===== src/rtl/fpu_mul_arbiter.sv =====
// Shares one pipelined FP32 multiplier among NREQ round-robin requesters, tracks in-flight ops
// through the fixed latency and returns tagged results through an in-order, credit-limited FIFO.
// Optional per-result {nan, inf, zero} flags are enabled with `define FPU_MUL_ARB_FLAGS_EN.

module fpu_mul_arbiter_chk (
    input logic clk,
    input logic rst,
    input logic push,
    input logic full
);
    // Issue credits must make a push into a full FIFO impossible
    assert property (@(posedge clk) disable iff (!rst) !(push && full))
        else $error("fpu_mul_arbiter: result FIFO push while full");
endmodule

module fpu_mul_arbiter #(
    parameter int NREQ  = 4,
    parameter int LAT   = 3,
    parameter int DEPTH = 8,
    parameter int IDW   = $clog2(NREQ)
) (
    input  logic                 clk,
    input  logic                 rst,
    input  logic [NREQ-1:0]      req_valid,
    output logic [NREQ-1:0]      req_ready,
    input  logic [32*NREQ-1:0]   req_a,
    input  logic [32*NREQ-1:0]   req_b,
    output logic                 mul_rst,
    output logic [31:0]          mul_a,
    output logic [31:0]          mul_b,
    input  logic [31:0]          mul_s,
    output logic                 res_valid,
    input  logic                 res_ready,
    output logic [31:0]          res_s,
    output logic [IDW-1:0]       res_id,
    output logic [2:0]           res_flags,
    output logic                 busy
);
    localparam int PW  = (DEPTH > 1) ? $clog2(DEPTH) : 1;
    localparam int CW  = $clog2(DEPTH + LAT + 1) + 1;
    localparam int FCW = $clog2(LAT + 1) + 1;

    typedef enum logic [0:0] {ST_FLUSH = 1'b0, ST_RUN = 1'b1} state_t;

    state_t           state_r, state_s;
    logic [FCW-1:0]   flush_cnt_r, flush_cnt_s;
    logic             mul_rst_r;
    logic [IDW-1:0]   rr_r;
    logic [LAT-1:0]   vpipe_r;
    logic [IDW-1:0]   idpipe_r [LAT];
    logic [PW-1:0]    wr_ptr_r, rd_ptr_r;
    logic [CW-1:0]    fifo_count_r;
    logic [31:0]      mem_data_r [DEPTH];
    logic [IDW-1:0]   mem_id_r [DEPTH];

    logic             found_s, hit_s, run_s, issue_ok_s, accept_s, push_s, pop_s;
    logic [IDW-1:0]   gnt_s;
    int               idx_s;
    logic [CW-1:0]    inflight_s, occ_s;

    function automatic logic [PW-1:0] ptr_inc(input logic [PW-1:0] p);
        ptr_inc = (p == PW'(DEPTH - 1)) ? {PW{1'b0}} : p + PW'(1);
    endfunction

    // Flush sequencing: hold the multiplier in reset for LAT+1 cycles after every reset
    always_comb begin
        state_s     = state_r;
        flush_cnt_s = flush_cnt_r;
        case (state_r)
            ST_FLUSH: begin
                if (flush_cnt_r == FCW'(LAT)) begin
                    state_s     = ST_RUN;
                    flush_cnt_s = {FCW{1'b0}};
                end else begin
                    state_s     = ST_FLUSH;
                    flush_cnt_s = flush_cnt_r + FCW'(1);
                end
            end
            ST_RUN: begin
                state_s     = ST_RUN;
                flush_cnt_s = {FCW{1'b0}};
            end
            default: begin
                state_s     = ST_FLUSH;
                flush_cnt_s = {FCW{1'b0}};
            end
        endcase
    end

    // FSM state, flush counter and registered multiplier reset
    always_ff @(posedge clk or negedge rst) begin
        if (!rst) begin
            state_r     <= ST_FLUSH;
            flush_cnt_r <= {FCW{1'b0}};
            mul_rst_r   <= 1'b1;
        end else begin
            state_r     <= state_s;
            flush_cnt_r <= flush_cnt_s;
            mul_rst_r   <= (state_s == ST_FLUSH);
        end
    end

    assign mul_rst = mul_rst_r;

    // Round-robin search starting at rr_r, wrapping at NREQ
    always_comb begin
        found_s = 1'b0;
        gnt_s   = {IDW{1'b0}};
        idx_s   = 0;
        hit_s   = 1'b0;
        for (int i = 0; i < NREQ; i++) begin
            idx_s   = int'(rr_r) + i;
            idx_s   = (idx_s >= NREQ) ? idx_s - NREQ : idx_s;
            hit_s   = !found_s && req_valid[idx_s];
            gnt_s   = hit_s ? IDW'(idx_s) : gnt_s;
            found_s = found_s | hit_s;
        end
    end

    // Credit check, handshake and operand mux; a same-cycle pop does not free a credit
    always_comb begin
        inflight_s = {CW{1'b0}};
        for (int i = 0; i < LAT; i++) begin
            inflight_s = inflight_s + CW'(vpipe_r[i]);
        end
        occ_s      = fifo_count_r + inflight_s;
        issue_ok_s = (occ_s < CW'(DEPTH));
        run_s      = (state_r == ST_RUN);
        accept_s   = run_s & found_s & issue_ok_s;
        req_ready        = {NREQ{1'b0}};
        req_ready[gnt_s] = accept_s;
        mul_a = accept_s ? req_a[{gnt_s, 5'b00000} +: 32] : 32'h0000_0000;
        mul_b = accept_s ? req_b[{gnt_s, 5'b00000} +: 32] : 32'h0000_0000;
    end

    // Round-robin pointer and in-flight {valid, id} tracking pipe
    always_ff @(posedge clk or negedge rst) begin
        if (!rst) begin
            rr_r    <= {IDW{1'b0}};
            vpipe_r <= {LAT{1'b0}};
            for (int i = 0; i < LAT; i++) begin
                idpipe_r[i] <= {IDW{1'b0}};
            end
        end else begin
            if (accept_s) begin
                rr_r <= (gnt_s == IDW'(NREQ - 1)) ? {IDW{1'b0}} : gnt_s + IDW'(1);
            end
            vpipe_r[0]  <= accept_s;
            idpipe_r[0] <= gnt_s;
            for (int i = 1; i < LAT; i++) begin
                vpipe_r[i]  <= vpipe_r[i-1];
                idpipe_r[i] <= idpipe_r[i-1];
            end
        end
    end

    assign push_s    = vpipe_r[LAT-1];
    assign res_valid = (fifo_count_r != {CW{1'b0}});
    assign pop_s     = res_valid & res_ready;

    // Result FIFO pointers and occupancy
    always_ff @(posedge clk or negedge rst) begin
        if (!rst) begin
            wr_ptr_r     <= {PW{1'b0}};
            rd_ptr_r     <= {PW{1'b0}};
            fifo_count_r <= {CW{1'b0}};
        end else begin
            if (push_s) begin
                wr_ptr_r <= ptr_inc(wr_ptr_r);
            end
            if (pop_s) begin
                rd_ptr_r <= ptr_inc(rd_ptr_r);
            end
            case ({push_s, pop_s})
                2'b10:   fifo_count_r <= fifo_count_r + CW'(1);
                2'b01:   fifo_count_r <= fifo_count_r - CW'(1);
                default: fifo_count_r <= fifo_count_r;
            endcase
        end
    end

    // Result storage; entries are only visible while counted, so no reset is needed
    always_ff @(posedge clk) begin
        if (push_s) begin
            mem_data_r[wr_ptr_r] <= mul_s;
            mem_id_r[wr_ptr_r]   <= idpipe_r[LAT-1];
        end
    end

    assign res_s  = res_valid ? mem_data_r[rd_ptr_r] : 32'h0000_0000;
    assign res_id = res_valid ? mem_id_r[rd_ptr_r] : {IDW{1'b0}};
    assign busy   = (|vpipe_r) | res_valid;

`ifdef FPU_MUL_ARB_FLAGS_EN
    logic [2:0] mem_flags_r [DEPTH];

    function automatic logic [2:0] fp_class(input logic [31:0] v);
        fp_class[2] = (v[30:23] == 8'hff) && (v[22:0] != 23'h0);
        fp_class[1] = (v[30:23] == 8'hff) && (v[22:0] == 23'h0);
        fp_class[0] = (v[30:23] == 8'h00) && (v[22:0] == 23'h0);
    endfunction

    // Classify each product as it enters the FIFO
    always_ff @(posedge clk) begin
        if (push_s) begin
            mem_flags_r[wr_ptr_r] <= fp_class(mul_s);
        end
    end

    assign res_flags = res_valid ? mem_flags_r[rd_ptr_r] : 3'b000;
`else
    assign res_flags = 3'b000;
`endif

    fpu_mul_arbiter_chk u_chk (
        .clk  (clk),
        .rst  (rst),
        .push (push_s),
        .full (fifo_count_r == CW'(DEPTH))
    );
endmodule

===== config.mk =====
export PLATFORM = sky130hd
export DESIGN_NAME = fpu_mul_arbiter
export DESIGN_NICKNAME = d
export VERILOG_FILES = /design/src/rtl/fpu_mul_arbiter.sv
export SDC_FILE = /design/constraint.sdc
export NUM_CORES = 1
export LEC_CHECK = 0
export ABC_CLOCK_PERIOD_IN_PS = 6450
export BUFFER_PORTS_ARGS = -buffer_cell sky130_fd_sc_hd__buf_2
export CAP_MARGIN = 10
export CORE_MARGIN = 2
export CORE_UTILIZATION = 55
export CTS_CLUSTER_DIAMETER = 200
export DETAILED_ROUTE_END_ITERATION = 6
export GPL_TIMING_DRIVEN = 0
export PLACE_DENSITY = 0.93
export SYNTH_ARGS = -nofsm -noshare
export SYNTH_HDL_FRONTEND = slang
export SYNTH_SLANG_ARGS = --single-unit

===== constraint.sdc =====
create_clock -name clk -period 6.45 [get_ports clk]
set_input_delay 0.3225 -clock clk [delete_from_list [all_inputs] [get_ports clk]]
set_output_delay 0.3225 -clock clk [all_outputs]
set_load 0.01 [all_outputs]

## Word-level counts from Yosys, hierarchy flattened

Memory sizes are Yosys's and may differ from the RTL's.
Index checks and enable logic that the tools add are counted.

- Register bits after elaboration: 27
- Bits of input ports: 295
- Word-level logic and storage cells: 104
- RAM bits: 272
- Memories kept: 2
- Output and inout bits: 108

Memory list:

| name | words | width | read ports | clocked after memory_dff | wr ports | line | source |
|---|---|---|---|---|---|---|---|
| mem_data_r | 8 | 32 | 1 | 0 | 1 | 53 | `logic [31:0] mem_data_r [DEPTH];` |
| mem_id_r | 8 | 2 | 1 | 0 | 1 | 54 | `logic [IDW-1:0] mem_id_r [DEPTH];` |

- Shift operators: 2
- Equal/unequal tests: 6
- $lt $le $gt $ge: 11
- Bitwise gates (word level): 10
- Mux-type cells: 36
- Reductions and logical operators: 10
- Add/sub/neg operators: 16

Operator list:

| cell | number |
|---|---|
| 128-bit by 8-bit indexed part select with 32-bit output | 2 |
| 32-bit 2-to-1 mux | 7 |
| 32-bit by 4-bit < comparator with 1-bit output, second input constant | 4 |
| 1-bit 2-to-1 mux | 12 |
| 2-bit 2-to-1 mux | 6 |
| 3-bit by 3-bit subtractor with 4-bit output, second input constant | 3 |
| 5-bit case mux with 2 select lines | 1 |
| 3-bit by 1-bit adder with 3-bit output, second input constant | 3 |
| 3-bit greater-or-equal comparator, second input constant | 3 |
| 3-bit 2-to-1 mux | 3 |
| 1-bit binary-select mux with 2-bit select | 4 |
| 2-bit by 2-bit adder with 3-bit output, second input constant | 2 |
| 3-bit == test, second input constant | 2 |
| 3-bit case mux with 2 select lines | 1 |
| 5-bit by 1-bit adder with 5-bit output, second input constant | 1 |
| 5-bit by 3-bit adder with 5-bit output | 1 |
| 5-bit by 4-bit < comparator with 1-bit output, second input constant | 1 |
| 5-bit nonzero test | 1 |
| 5-bit by 1-bit subtractor with 5-bit output, second input constant | 1 |
| 4-bit bitwise AND | 1 |
| 2-bit == test, second input constant | 2 |
| 1-bit logical AND | 4 |
| 1-bit bitwise OR | 4 |
| 2-bit by 3-bit subtractor with 4-bit output, second input constant | 1 |
| 16 further kinds | 21 |

## Logic depth before layout (Yosys ltp)

Gate-level depths: netlist of run 1.

- Depth after elaboration: 19
- Mapped depth: 16
- Gate-level depth less buffers: 13

## Worst setup path before layout of run 1

No wires, ideal clock.

- Path type: flip-flop to flip-flop
- Start: reg wr_ptr_r[0]
- End: mem mem_data_r[0][0], enable pin
- Period minus slack after synthesis: 3.398 ns
- Buffers on the path: 0
- Stages on the path, launching flop included: 3
- Required time: 5.983 ns
- Arrival: 2.930 ns
- Slack: 3.052 ns
- Library setup time: 0.467 ns
- Cell sequence: dfrtp_1 > nand2b_1 > nor3_1

RTL lines:

| item | line | source |
|---|---|---|
| start, declared | 51 | `logic [PW-1:0] wr_ptr_r, rd_ptr_r;` |
| start signal, assigned | 164 | `wr_ptr_r <= {PW{1'b0}};` |
| start signal, assigned | 169 | `wr_ptr_r <= ptr_inc(wr_ptr_r);` |
| end, declared | 53 |  |

Straight into the memory's write port.

## Final worst setup path of run 1

- Start: reg vpipe_r[0]
- End: out mul_b[5]

- Cells in the longest elaborated chain, start to end: 6

Ends and longest elaborated chain:

| item | line | source |
|---|---|---|
| start, declared | 49 | `logic [LAT-1:0] vpipe_r;` |
| start signal, assigned | 140 | `vpipe_r <= {LAT{1'b0}};` |
| start signal, assigned | 148 | `vpipe_r[0] <= accept_s;` |
| start signal, assigned by index | 151 | `vpipe_r[i] <= vpipe_r[i-1];` |
| 1-bit by 1-bit adder with 2-bit output | 124 | `inflight_s = inflight_s + CW'(vpipe_r[i]);` |
| 2-bit by 1-bit adder with 3-bit output | 124 |  |
| 5-bit by 3-bit adder with 5-bit output | 126 | `occ_s = fifo_count_r + inflight_s;` |
| 5-bit by 4-bit < comparator with 1-bit output | 127 | `issue_ok_s = (occ_s < CW'(DEPTH));` |
| 1-bit bitwise AND | 129 | `accept_s = run_s & found_s & issue_ok_s;` |
| net accept_s | 56 | `logic found_s, hit_s, run_s, issue_ok_s, accept_s, push_s, pop_s;` |
| 32-bit 2-to-1 mux | 133 | `mul_b = accept_s ? req_b[{gnt_s, 5'b00000} +: 32] : 32'h0000_0000;` |
| end, declared | 30 | `output logic [31:0] mul_b,` |

The timed path passes the listed nets, and every way through them passes these cells.

==> results of run 1 <==
## cell type report
class,instances,area share
flip-flops and latches,299,0.5139
multi-input cells,425,0.2579
repair buffers,413,0.1293
clock buffers,35,0.04347
well taps,324,0.02355
plain buffers,56,0.01774
clock inverters,17,0.009378
inverters,12,0.002617
diodes,15,0.002181
## power by group through the flow
stage                     Combinational, W  Clock (W)  Sequential [W]
after floorplan                    0.00205          0         0.00250
after global placement             0.00322          0         0.00253
after detailed placement           0.00340          0         0.00254
after CTS                          0.00348    0.00165         0.00252
after global routing               0.00365    0.00171         0.00253
final                              0.00349    0.00165         0.00252
## cells in the final DEF (no fill, tap or decap), types with 4 or more instances in the layout
| master | instances |
|---|---|
| clkbuf_16 | 29 |
| inv_1 | 12 |
| nand2_1 | 8 |
| dfrtp_1 | 26 |
| nor3_1 | 4 |
| xor2_1 | 4 |
| clkbuf_1 | 21 |
| nor2_1 | 40 |
| buf_12 | 4 |
| a21o_1 | 5 |
| mux4_2 | 68 |
| o21ai_0 | 4 |
| o22ai_1 | 64 |
| nor2_4 | 6 |
| mux2_2 | 5 |
| and2_1 | 5 |
| buf_2 | 430 |
| clkinv_1 | 7 |
| a21oi_1 | 4 |
| ha_1 | 14 |
| buf_6 | 12 |
| edfxtp_1 | 272 |
| mux2i_1 | 163 |
| diode_2 | 15 |
| clkinv_2 | 4 |
## cell families (layout without fill, tap and decap cells)
logic type / after synthesis / in the layout
buffers and inverters: 68 / 533
XOR/XNOR: 6 / 6
adder cells (fa/ha/maj): 15 / 15
multiplexers: 237 / 237
AO/OA/AOI/OAI: 83 / 83
AND/OR/NAND/NOR: 81 / 81
flip-flops: 299 / 299
other: 1 / 18
## synth_stat cells, types with 2 or more instances
library cell,number,share of area
nor2_1,46,0.013
nor3_1,6,0.0022
edfxtp_1,272,0.60
a21o_1,5,0.0028
buf_4,3,0.0017
nand2_2,2,0.00092
mux2_2,5,0.0041
xor2_1,4,0.0026
nand2b_1,3,0.0014
nor2b_1,2,0.00092
buf_6,6,0.0050
a22oi_1,2,0.0011
o22ai_1,64,0.030
and2_1,5,0.0023
buf_2,31,0.011
a21oi_1,4,0.0015
ha_1,14,0.013
clkbuf_1,15,0.0041
mux2i_1,163,0.12
xnor2_1,2,0.0013
nand3b_1,2,0.0011
inv_1,12,0.0033
mux4_2,68,0.11
nand2_1,8,0.0022
nand3_1,3,0.0011
dfrtp_1,26,0.048
o21ai_0,4,0.0015
o21ai_1,2,0.00074
## registers in the layout, summed over array words and instances, names as in the netlist
| signal | count |
|---|---|
| mem_id_r | 16 |
| rr_r | 2 |
| vpipe_r | 3 |
| flush_cnt_r | 3 |
| run_s | 1 |
| rd_ptr_r | 3 |
| idpipe_r | 6 |
| mul_rst | 1 |
| mem_data_r | 256 |
| fifo_count_r | 5 |
| wr_ptr_r | 3 |
## critical path, stage by stage, from the launching register on
cell and delay, ps:
dfrtp_1 430, fa_1 430, ha_1 280, and3_1 170
o21ai_1 240, mux2i_4 450, nand2_2 250, buf_2 350
o22ai_1 770, buf_2 280
## routing by layer
metal,global-route usage,up-vias,routed length [um]
met5,0,-,28
met3,0.08166,107,5299
li1,-,4077,-
met1,0.4553,5026,16390
met2,0.6736,830,26360
met4,0.1522,4,2278
## worst paths after layout
check / start / endpoint
worst max-delay path: vpipe_r[0]$_DFF_PN0_ / mul_b[5]
worst min-delay path: mul_s[24] / mem_data_r[6][24]$_DFFE_PP_
worst max register to register: fifo_count_r[1]$_DFFE_PN0P_ / fifo_count_r[4]$_DFFE_PN0P_
worst min register to register: idpipe_r[5]$_DFF_PN0_ / idpipe_r[3]$_DFF_PN0_
max in group asynchronous: rst / flush_cnt_r[2]$_DFF_PN0_
min in group asynchronous: rst / rr_r[1]$_DFFE_PN0P_
## per-stage QoR
stage,hold WS (ps),instances
after floorplan,26.91,792
after global placement,332.2,1515
after detailed placement,345.1,1528
after CTS,45.11,1581
after global routing,58.40,1587
final,57.72,1596
==> flow_summary.json, run 1 <==
{
  "start_util": 0.5597,
  "gp_congestion": 0.9504,
  "hp-class": "input port to flop",
  "synth_seq_cells": 299,
  "htreeDepth": 1,
  "drc_errors": 0,
  "grt_pass1_vias": 9878,
  "synthesis.area_um2": 13570,
  "ios": 403,
  "tns_ps": 0,
  "drv_slew": 0,
  "drt_iter0_markers": 1266,
  "drive_gt1_frac": 0.4582,
  "synth.distinct_cells": 39,
  "num-nets-final": 1545,
  "path_class": "flop to primary output",
  "synthCells": 790,
  "max_cap_violations": 0,
  "via_per_inst": 6.293,
  "pwr-share-clk": 0.216,
  "cts_resized": 0,
  "cp_max_fo": 10,
  "synth_mux_area_frac": 0.2389,
  "grt_first_pass_wirelength_um": 68740,
  "grt_usage": 0.3799,
  "grt_start_max_net_pins": 28,
  "cp-end-kind": "primary output",
  "fin_ws_ps": 1920,
  "postLayoutCoreUtil": 0.7098,
  "cts_tree": "done",
  "coreArea_um2": 24250,
  "hold_path_depth": 1,
  "path_clk_slew_ps": 70,
  "drt-total-wl_um": 50360,
  "placed_area_um2": 16250,
  "synth-xor-area-share": 0.003872,
  "switchingPower_w": 0.002924,
  "synth_top_family_by_area": "multiplexers",
  "finalClockSkew_ps": 9.946,
  "run_status": "finished clean",
  "final_hold_viol_count": 0,
  "synth_warnings": 0,
  "rsz0062_at_grt": "no",
  "p_per_area_nw_per_um2": 445.5,
  "synth_compound_gate_area_share": 0.03817,
  "start_kind": "flop",
  "multi_input_area_um2": 4439,
  "ys.flop_type": "edfxtp_1",
  "r2r_slack_ps": 3090,
  "syn_to_final_growth_pct": 26.82,
  "rows": 57,
  "reg2regPathDepth": 15,
  "port_buffers": 399,
  "first_pass_iters": 5,
  "min_period_over_period": 0.7023,
  "final_area_um2": 17210,
  "swShare": 0.3813,
  "die_y_um": 161.1,
  "ctsHoldBuffers": 1,
  "drtAntennaViolNets": 0,
  "clk_path_buf_depth": 3,
  "tightest_slew_ps": 963.8,
  "die_area_um2": 25950,
  "p_int_w": 0.004745,
  "antenna_found_initial": 11,
  "postCtsSetupRepairBufs": 0,
  "fmax_mhz": 220.8,
  "hpwl_um": 36830,
  "async_flop_share": 0.09030,
  "avgSynthCellArea_um2": 17.18,
  "worstPathArrival_ps": 4210,
  "dieWidth_um": 161.1,
  "setup_viol": 0,
  "cts_num_sinks": 299,
  "cts_root_buffer": "clkbuf_16",
  "cp.required_ps": 6130,
  "clock_latency_ps": 540,
  "power.total_w": 0.007669,
  "nFillCells": 1524,
  "p_leak_nw": 7.054,
  "synth-simple-area-share": 0.02692,
  "pwr-share-seq": 0.329,
  "combPwrFrac": 0.455,
  "fin_crit_ps": 4530,
  "place_ws_ps": 2586,
  "synthAdderAreaFrac": 0.01438,
  "timing.slew.headroom": 0.3539,
  "synth_edf_count": 272,
  "vias": 10040,
  "seq_area_um2": 8845,
  "avgRoutedWirePerCell_um": 31.55,
  "ir_drop_v": 0.0002546,
  "ys_seq_area_frac": 0.6517,
  "numCtsBuffers": 28,
  "grt.overflow.total": 0
}
No activity file was read; power rests on OpenSTA's default activity.
==> inputs of run 2 (changes only) <==
==> config.mk (replaced) <==
export PLATFORM = sky130hd
export DESIGN_NAME = fpu_mul_arbiter
export DESIGN_NICKNAME = d
export VERILOG_FILES = /design/src/rtl/fpu_mul_arbiter.sv
export SDC_FILE = /design/constraint.sdc
export NUM_CORES = 1
export LEC_CHECK = 0
export ABC_CLOCK_PERIOD_IN_PS = 4650
export BUFFER_PORTS_ARGS = -buffer_cell sky130_fd_sc_hd__buf_2
export CAP_MARGIN = 10
export CORE_MARGIN = 2
export CORE_UTILIZATION = 52
export CTS_CLUSTER_DIAMETER = 200
export DETAILED_ROUTE_END_ITERATION = 6
export GPL_TIMING_DRIVEN = 0
export PLACE_DENSITY = 0.89
export SYNTH_ARGS = -nofsm -noshare
export SYNTH_HDL_FRONTEND = slang
export SYNTH_SLANG_ARGS = --single-unit
==> constraint.sdc (replaced) <==
create_clock -name clk -period 4.65 [get_ports clk]
set_input_delay 0.2325 -clock clk [delete_from_list [all_inputs] [get_ports clk]]
set_output_delay 0.2325 -clock clk [all_outputs]
set_load 0.01 [all_outputs]
==> flow_summary.json, run 2 (synthesis gave the netlist of run 1 again) <==
{
  "cp_max_fo": 10,
  "htreeDepth": 1,
  "setup_viol": 0,
  "path_clk_slew_ps": 70,
  "r2r_slack_ps": 1300,
  "min_period_over_period": 0.8314,
  "top_register": "mem_data_r",
  "finalClockSkew_ps": 17.61,
  "num-nets-final": 1574,
  "cts_num_sinks": 299,
  "max_cap_violations": 0,
  "swShare": 0.3697,
  "postCtsSetupRepairBufs": 0,
  "rows": 59,
  "drt_iter0_markers": 1041,
  "cp-endpoint": "mul_b[23]",
  "cts_resized": 0,
  "syn_to_final_growth_pct": 28.87,
  "hp-start": "req_valid[3]",
  "port_buffers": 399,
  "run_status": "finished clean",
  "coreArea_um2": 25840,
  "r2r-end": "fifo_count_r[4]$_DFFE_PN0P_",
  "numCtsBuffers": 26,
  "avgRoutedWirePerCell_um": 29.96,
  "drt-total-wl_um": 48840,
  "p_leak_nw": 7.157,
  "ios": 403,
  "rsz0062_at_grt": "no",
  "reg2reg_from": "fifo_count_r[2]$_DFFE_PN0P_",
  "start_util": 0.5253,
  "grt.overflow.total": 0,
  "final_area_um2": 17490,
  "drtAntennaViolNets": 0,
  "fin_ws_ps": 784.0,
  "drive_gt1_frac": 0.4478,
  "grt_first_pass_wirelength_um": 66940,
  "via_per_inst": 6.064,
  "ir_drop_v": 0.0004800,
  "die_area_um2": 27410,
  "layout_common_cells": "buf_2, edfxtp_1, mux2i_1",
  "cp-end-kind": "primary output",
  "gp_congestion": 0.9832,
  "p_int_w": 0.006492,
  "hpwl_um": 36520,
  "switchingPower_w": 0.003808,
  "die_y_um": 165.6,
  "cp.required_ps": 4420,
  "pwr-share-seq": 0.338,
  "dieWidth_um": 165.6,
  "clk_path_buf_depth": 3,
  "cts_tree": "done",
  "start_kind": "flop",
  "vias": 9885,
  "startpoint": "vpipe_r[0]$_DFF_PN0_",
  "grt_start_max_net_pins": 28,
  "final_hold_viol_count": 0,
  "pwr-share-clk": 0.210,
  "power.total_w": 0.01030,
  "layout_commonest_cell": "buf_2",
  "placed_area_um2": 16270,
  "largest_registers": "mem_data_r x256, mem_id_r x16, idpipe_r x6",
  "drv_slew": 0,
  "place_ws_ps": 1328,
  "combPwrFrac": 0.452,
  "fmax_mhz": 258.7,
  "tns_ps": 0,
  "grt_usage": 0.3542,
  "cts_root_buffer": "clkbuf_16",
  "reg2regPathDepth": 16,
  "first_pass_iters": 6,
  "tightest_slew_ps": 958.0,
  "worstPathArrival_ps": 3630,
  "hp-class": "input port to flop",
  "timing.slew.headroom": 0.3579,
  "antenna_found_initial": 21,
  "largest_reg_flops": 256,
  "fin_crit_ps": 3866,
  "grt_pass1_vias": 9935,
  "drc_errors": 0,
  "path_class": "flop to primary output",
  "clock_latency_ps": 540,
  "p_per_area_nw_per_um2": 589.0
}
==> run 2: cell types whose count changed in the layout (fill, tap and decap cells not counted), sizes merged <==
cell         delta
diode           -4
dlygate4sd3    +32
clkbuf          -7
clkinvlp        +1
clkinv          +3
inv             -1
buf             -1
==> run 2: routing by layer <==
layer	up-vias	wire length [um]	GRT usage
met5	-	60	0
met4	10	2535	0.1524
met3	144	5660	0.1216
met2	728	25260	0.6252
met1	4878	15320	0.3879
li1	4125	-	-
==> run 2: final cells by class <==
type / count / area [um2]
inverter: 12 / 45.04
sequential: 299 / 8845
buffer: 56 / 305.3
timing repair buffer: 444 / 2549
clock inverter: 20 / 201.4
antenna: 11 / 27.53
clock buffer: 28 / 658.1
fill: 1708 / 8348
tap: 335 / 419.2
multi-input combinational: 425 / 4439
==> run 2: power by group through the flow <==
stage               sequential, W  clock (W)  combinational, W
floorplan                 0.00347          0           0.00284
global placement          0.00351          0           0.00432
detailed placement        0.00352          0           0.00453
CTS                       0.00348    0.00218           0.00464
global route              0.00351    0.00228           0.00493
finish                    0.00348    0.00217           0.00465
==> run 2: worst max-delay path: stages, from the launching register on <==
cell     delay (ps)
dfrtp_1         420
fa_1            430
ha_1            280
and3_1          170
o21ai_1         250
mux2i_4         430
nand2_2         240
buf_2           310
o22ai_1         340
buf_2           230
==> run 2: how the worst min path moves through the flow <==
stage	end	slack, ps	cells after the start
after floorplan	fifo_count_r[0]$_DFFE_PN0P_	-60	0
after global placement	run_s$_DFF_PN0_	290	1
after detailed placement	flush_cnt_r[2]$_DFF_PN0_	280	1
after CTS	idpipe_r[4]$_DFF_PN0_	150	3
after global routing	idpipe_r[4]$_DFF_PN0_	210	3
final	idpipe_r[4]$_DFF_PN0_	150	3
==> run 2: per-stage QoR <==
step,cells,hold WS [ps],utilization
final,1630,154.7,0.6769
after global routing,1627,213.6,0.6766
after CTS,1619,147.3,0.6758
after detailed placement,1538,281.3,0.6298
after global placement,1526,285.4,0.6191
after floorplan,792,-63.09,-
==> run 2: repair_timing <==
item,4_1_cts,5_1_grt
hold buffers,33,0
setup endpoints to repair,0,0
endpoints found under the hold margin,278,0
==> inputs of run 3 (changes only) <==
==> config.mk (replaced) <==
export PLATFORM = sky130hd
export DESIGN_NAME = fpu_mul_arbiter
export DESIGN_NICKNAME = d
export VERILOG_FILES = /design/src/rtl/fpu_mul_arbiter.sv
export SDC_FILE = /design/constraint.sdc
export NUM_CORES = 1
export LEC_CHECK = 0
export ABC_CLOCK_PERIOD_IN_PS = 3500
export BUFFER_PORTS_ARGS = -buffer_cell sky130_fd_sc_hd__buf_2
export CAP_MARGIN = 10
export CORE_MARGIN = 2
export CORE_UTILIZATION = 47
export CTS_CLUSTER_DIAMETER = 200
export DETAILED_ROUTE_END_ITERATION = 6
export GPL_TIMING_DRIVEN = 0
export PLACE_DENSITY = 0.86
export SYNTH_ARGS = -nofsm -noshare
export SYNTH_HDL_FRONTEND = slang
export SYNTH_SLANG_ARGS = --single-unit
==> constraint.sdc (replaced) <==
create_clock -name clk -period 3.5 [get_ports clk]
set_input_delay 0.175 -clock clk [delete_from_list [all_inputs] [get_ports clk]]
set_output_delay 0.175 -clock clk [all_outputs]
set_load 0.01 [all_outputs]
==> flow_summary.json, run 3 (synthesis gave the netlist of run 1 again) <==
{
  "via_per_inst": 5.792,
  "die_y_um": 173.9,
  "power.total_w": 0.01418,
  "fmax_mhz": 292.1,
  "min_period_over_period": 0.9780,
  "path_class": "flop to primary output",
  "worstPathArrival_ps": 3250,
  "drc_errors": 0,
  "cts_root_buffer": "clkbuf_16",
  "hold_ws_ps": 76.81,
  "cts_tree": "done",
  "grt.busiest_layer": "met2",
  "cp-end-kind": "primary output",
  "layout_common_cells": "buf_2, edfxtp_1, mux2i_1",
  "largest_reg_flops": 256,
  "dieWidth_um": 173.9,
  "p_per_area_nw_per_um2": 785.6,
  "drv_slew": 0,
  "gp_congestion": 0.9666,
  "ir_drop_v": 0.0004286,
  "start_util": 0.4754,
  "vias": 9753,
  "fin_crit_ps": 3423,
  "num-nets-final": 1584,
  "cp.required_ps": 3320,
  "drtAntennaViolNets": 0,
  "rows": 62,
  "grt_usage": 0.2921,
  "hp-class": "input port to flop",
  "top_register": "mem_data_r",
  "start_kind": "flop",
  "cts_num_sinks": 299,
  "syn_to_final_growth_pct": 33.03,
  "coreArea_um2": 28550,
  "nFillCells": 2022,
  "grt_start_max_net_pins": 28,
  "largest_registers": "mem_data_r x256, mem_id_r x16, idpipe_r x6",
  "use_met2": 0.5342,
  "htreeDepth": 1,
  "antenna_found_initial": 12,
  "path_clk_slew_ps": 60,
  "die_area_um2": 30250,
  "final_hold_viol_count": 0,
  "drt-total-wl_um": 45520,
  "met3_usage": 0.04878,
  "grt_first_pass_wirelength_um": 64450,
  "clk_path_buf_depth": 3,
  "cp_max_fo": 6,
  "drt_iter0_markers": 864,
  "grt.overflow.total": 0,
  "grt_pass1_vias": 10080,
  "numCtsBuffers": 27,
  "drive_gt1_frac": 0.4741,
  "finalClockSkew_ps": 12.33,
  "timing.slew.headroom": 0.4145,
  "avgRoutedWirePerCell_um": 27.03,
  "setup_viol": 0,
  "clock_latency_ps": 530,
  "first_pass_iters": 5,
  "ios": 403,
  "layout_commonest_cell": "buf_2",
  "hpwl_um": 32730,
  "p_leak_nw": 7.295,
  "tightest_slew_ps": 878.3,
  "tns_ps": 0,
  "run_status": "finished clean",
  "max_cap_violations": 0,
  "grt_util_met1": 0.3506,
  "port_buffers": 399
}
## run 3: changes by cell type in the layout (fill, tap and decap cells not counted), moves of 3 or more
cell,before,now
o22ai_2,0,9
buf_2,430,412
buf_6,11,22
clkbuf_16,26,29
buf_4,3,11
diode_2,11,7
clkinv_4,4,1
buf_12,2,6
o22ai_1,64,41
clkinv_2,2,5
o22ai_4,0,14
## run 3: area by class of cell
cell class              instances  area [um2]  area share
plain buffers                  56       356.6     0.01975
clock inverters                18       166.4    0.009217
multi-input cells             425        4732      0.2621
inverters                      12       45.04    0.002495
well taps                     384       480.5     0.02661
flip-flops and latches        299        8846      0.4900
clock buffers                  30       686.9     0.03805
diodes                          7       17.52   0.0009702
repair buffers                453        2724      0.1509
## run 3: worst max-delay path, stage by stage, from the launching register on
cell and delay [ps]:
dfrtp_2 450, fa_2 410, ha_4 220, and3_4 170
o21ai_4 170, mux2i_4 330, buf_6 140, nand2_4 80
buf_12 160, buf_16 150, o22ai_2 230, buf_4 190
## run 3: through the flow
step	instances	cell area, um2	worst slack [ps]	util
2_1_floorplan	792	13580	102.1	-
3_3_place_gp	1575	16060	-1960	0.5625
3_5_place_dp	1589	16340	155.2	0.5725
4_1_cts	1672	17650	-5.111	0.6182
5_1_grt	1684	18050	-10.44	0.6325
6_report	1684	18050	76.97	0.6325
## run 3: power by group
group | leakage, nW | total (W) | switching (W) | internal, W
Sequential | 2.78 | 0.00462 | 0.000224 | 0.00440
Clock | 0.412 | 0.00287 | 0.00124 | 0.00163
Combinational | 4.10 | 0.00670 | 0.00369 | 0.00301
Total | 7.29 | 0.0142 | 0.00515 | 0.00903
## run 3: path summary, 6_finish.rpt
check                           slack (ps)                         from  depth (start not counted)                          end
min in group asynchronous              210                          rst                          2         vpipe_r[0]$_DFF_PN0_
worst max register to register         280  fifo_count_r[1]$_DFFE_PN0P_                         15  fifo_count_r[4]$_DFFE_PN0P_
worst max-delay path                    80  fifo_count_r[0]$_DFFE_PN0P_                         11                    mul_b[25]
worst min register to register         360        idpipe_r[5]$_DFF_PN0_                          0        idpipe_r[3]$_DFF_PN0_
max in group asynchronous             2830                          rst                          2  fifo_count_r[0]$_DFFE_PN0P_
worst min-delay path                    80                 req_valid[3]                          3        idpipe_r[4]$_DFF_PN0_
## run 3: layer usage
| metal | up-vias | wire length (um) |
|---|---|---|
| met4 | 0 | 1305 |
| met2 | 553 | 24600 |
| met5 | - | 0 |
| met1 | 4975 | 16050 |
| met3 | 86 | 3567 |
| li1 | 4139 | - |
## run 3: repair_timing
| item | in CTS | in global routing |
|---|---|---|
| buffers inserted | 2 | 3 |
| setup endpoints to repair | 61 | 38 |
| pin swaps | 0 | 8 |
| endpoints found under the hold margin | 282 | 0 |
| gates cloned | 0 | 2 |
| gates resized for setup | 19 | 58 |
| hold buffers | 33 | 0 |
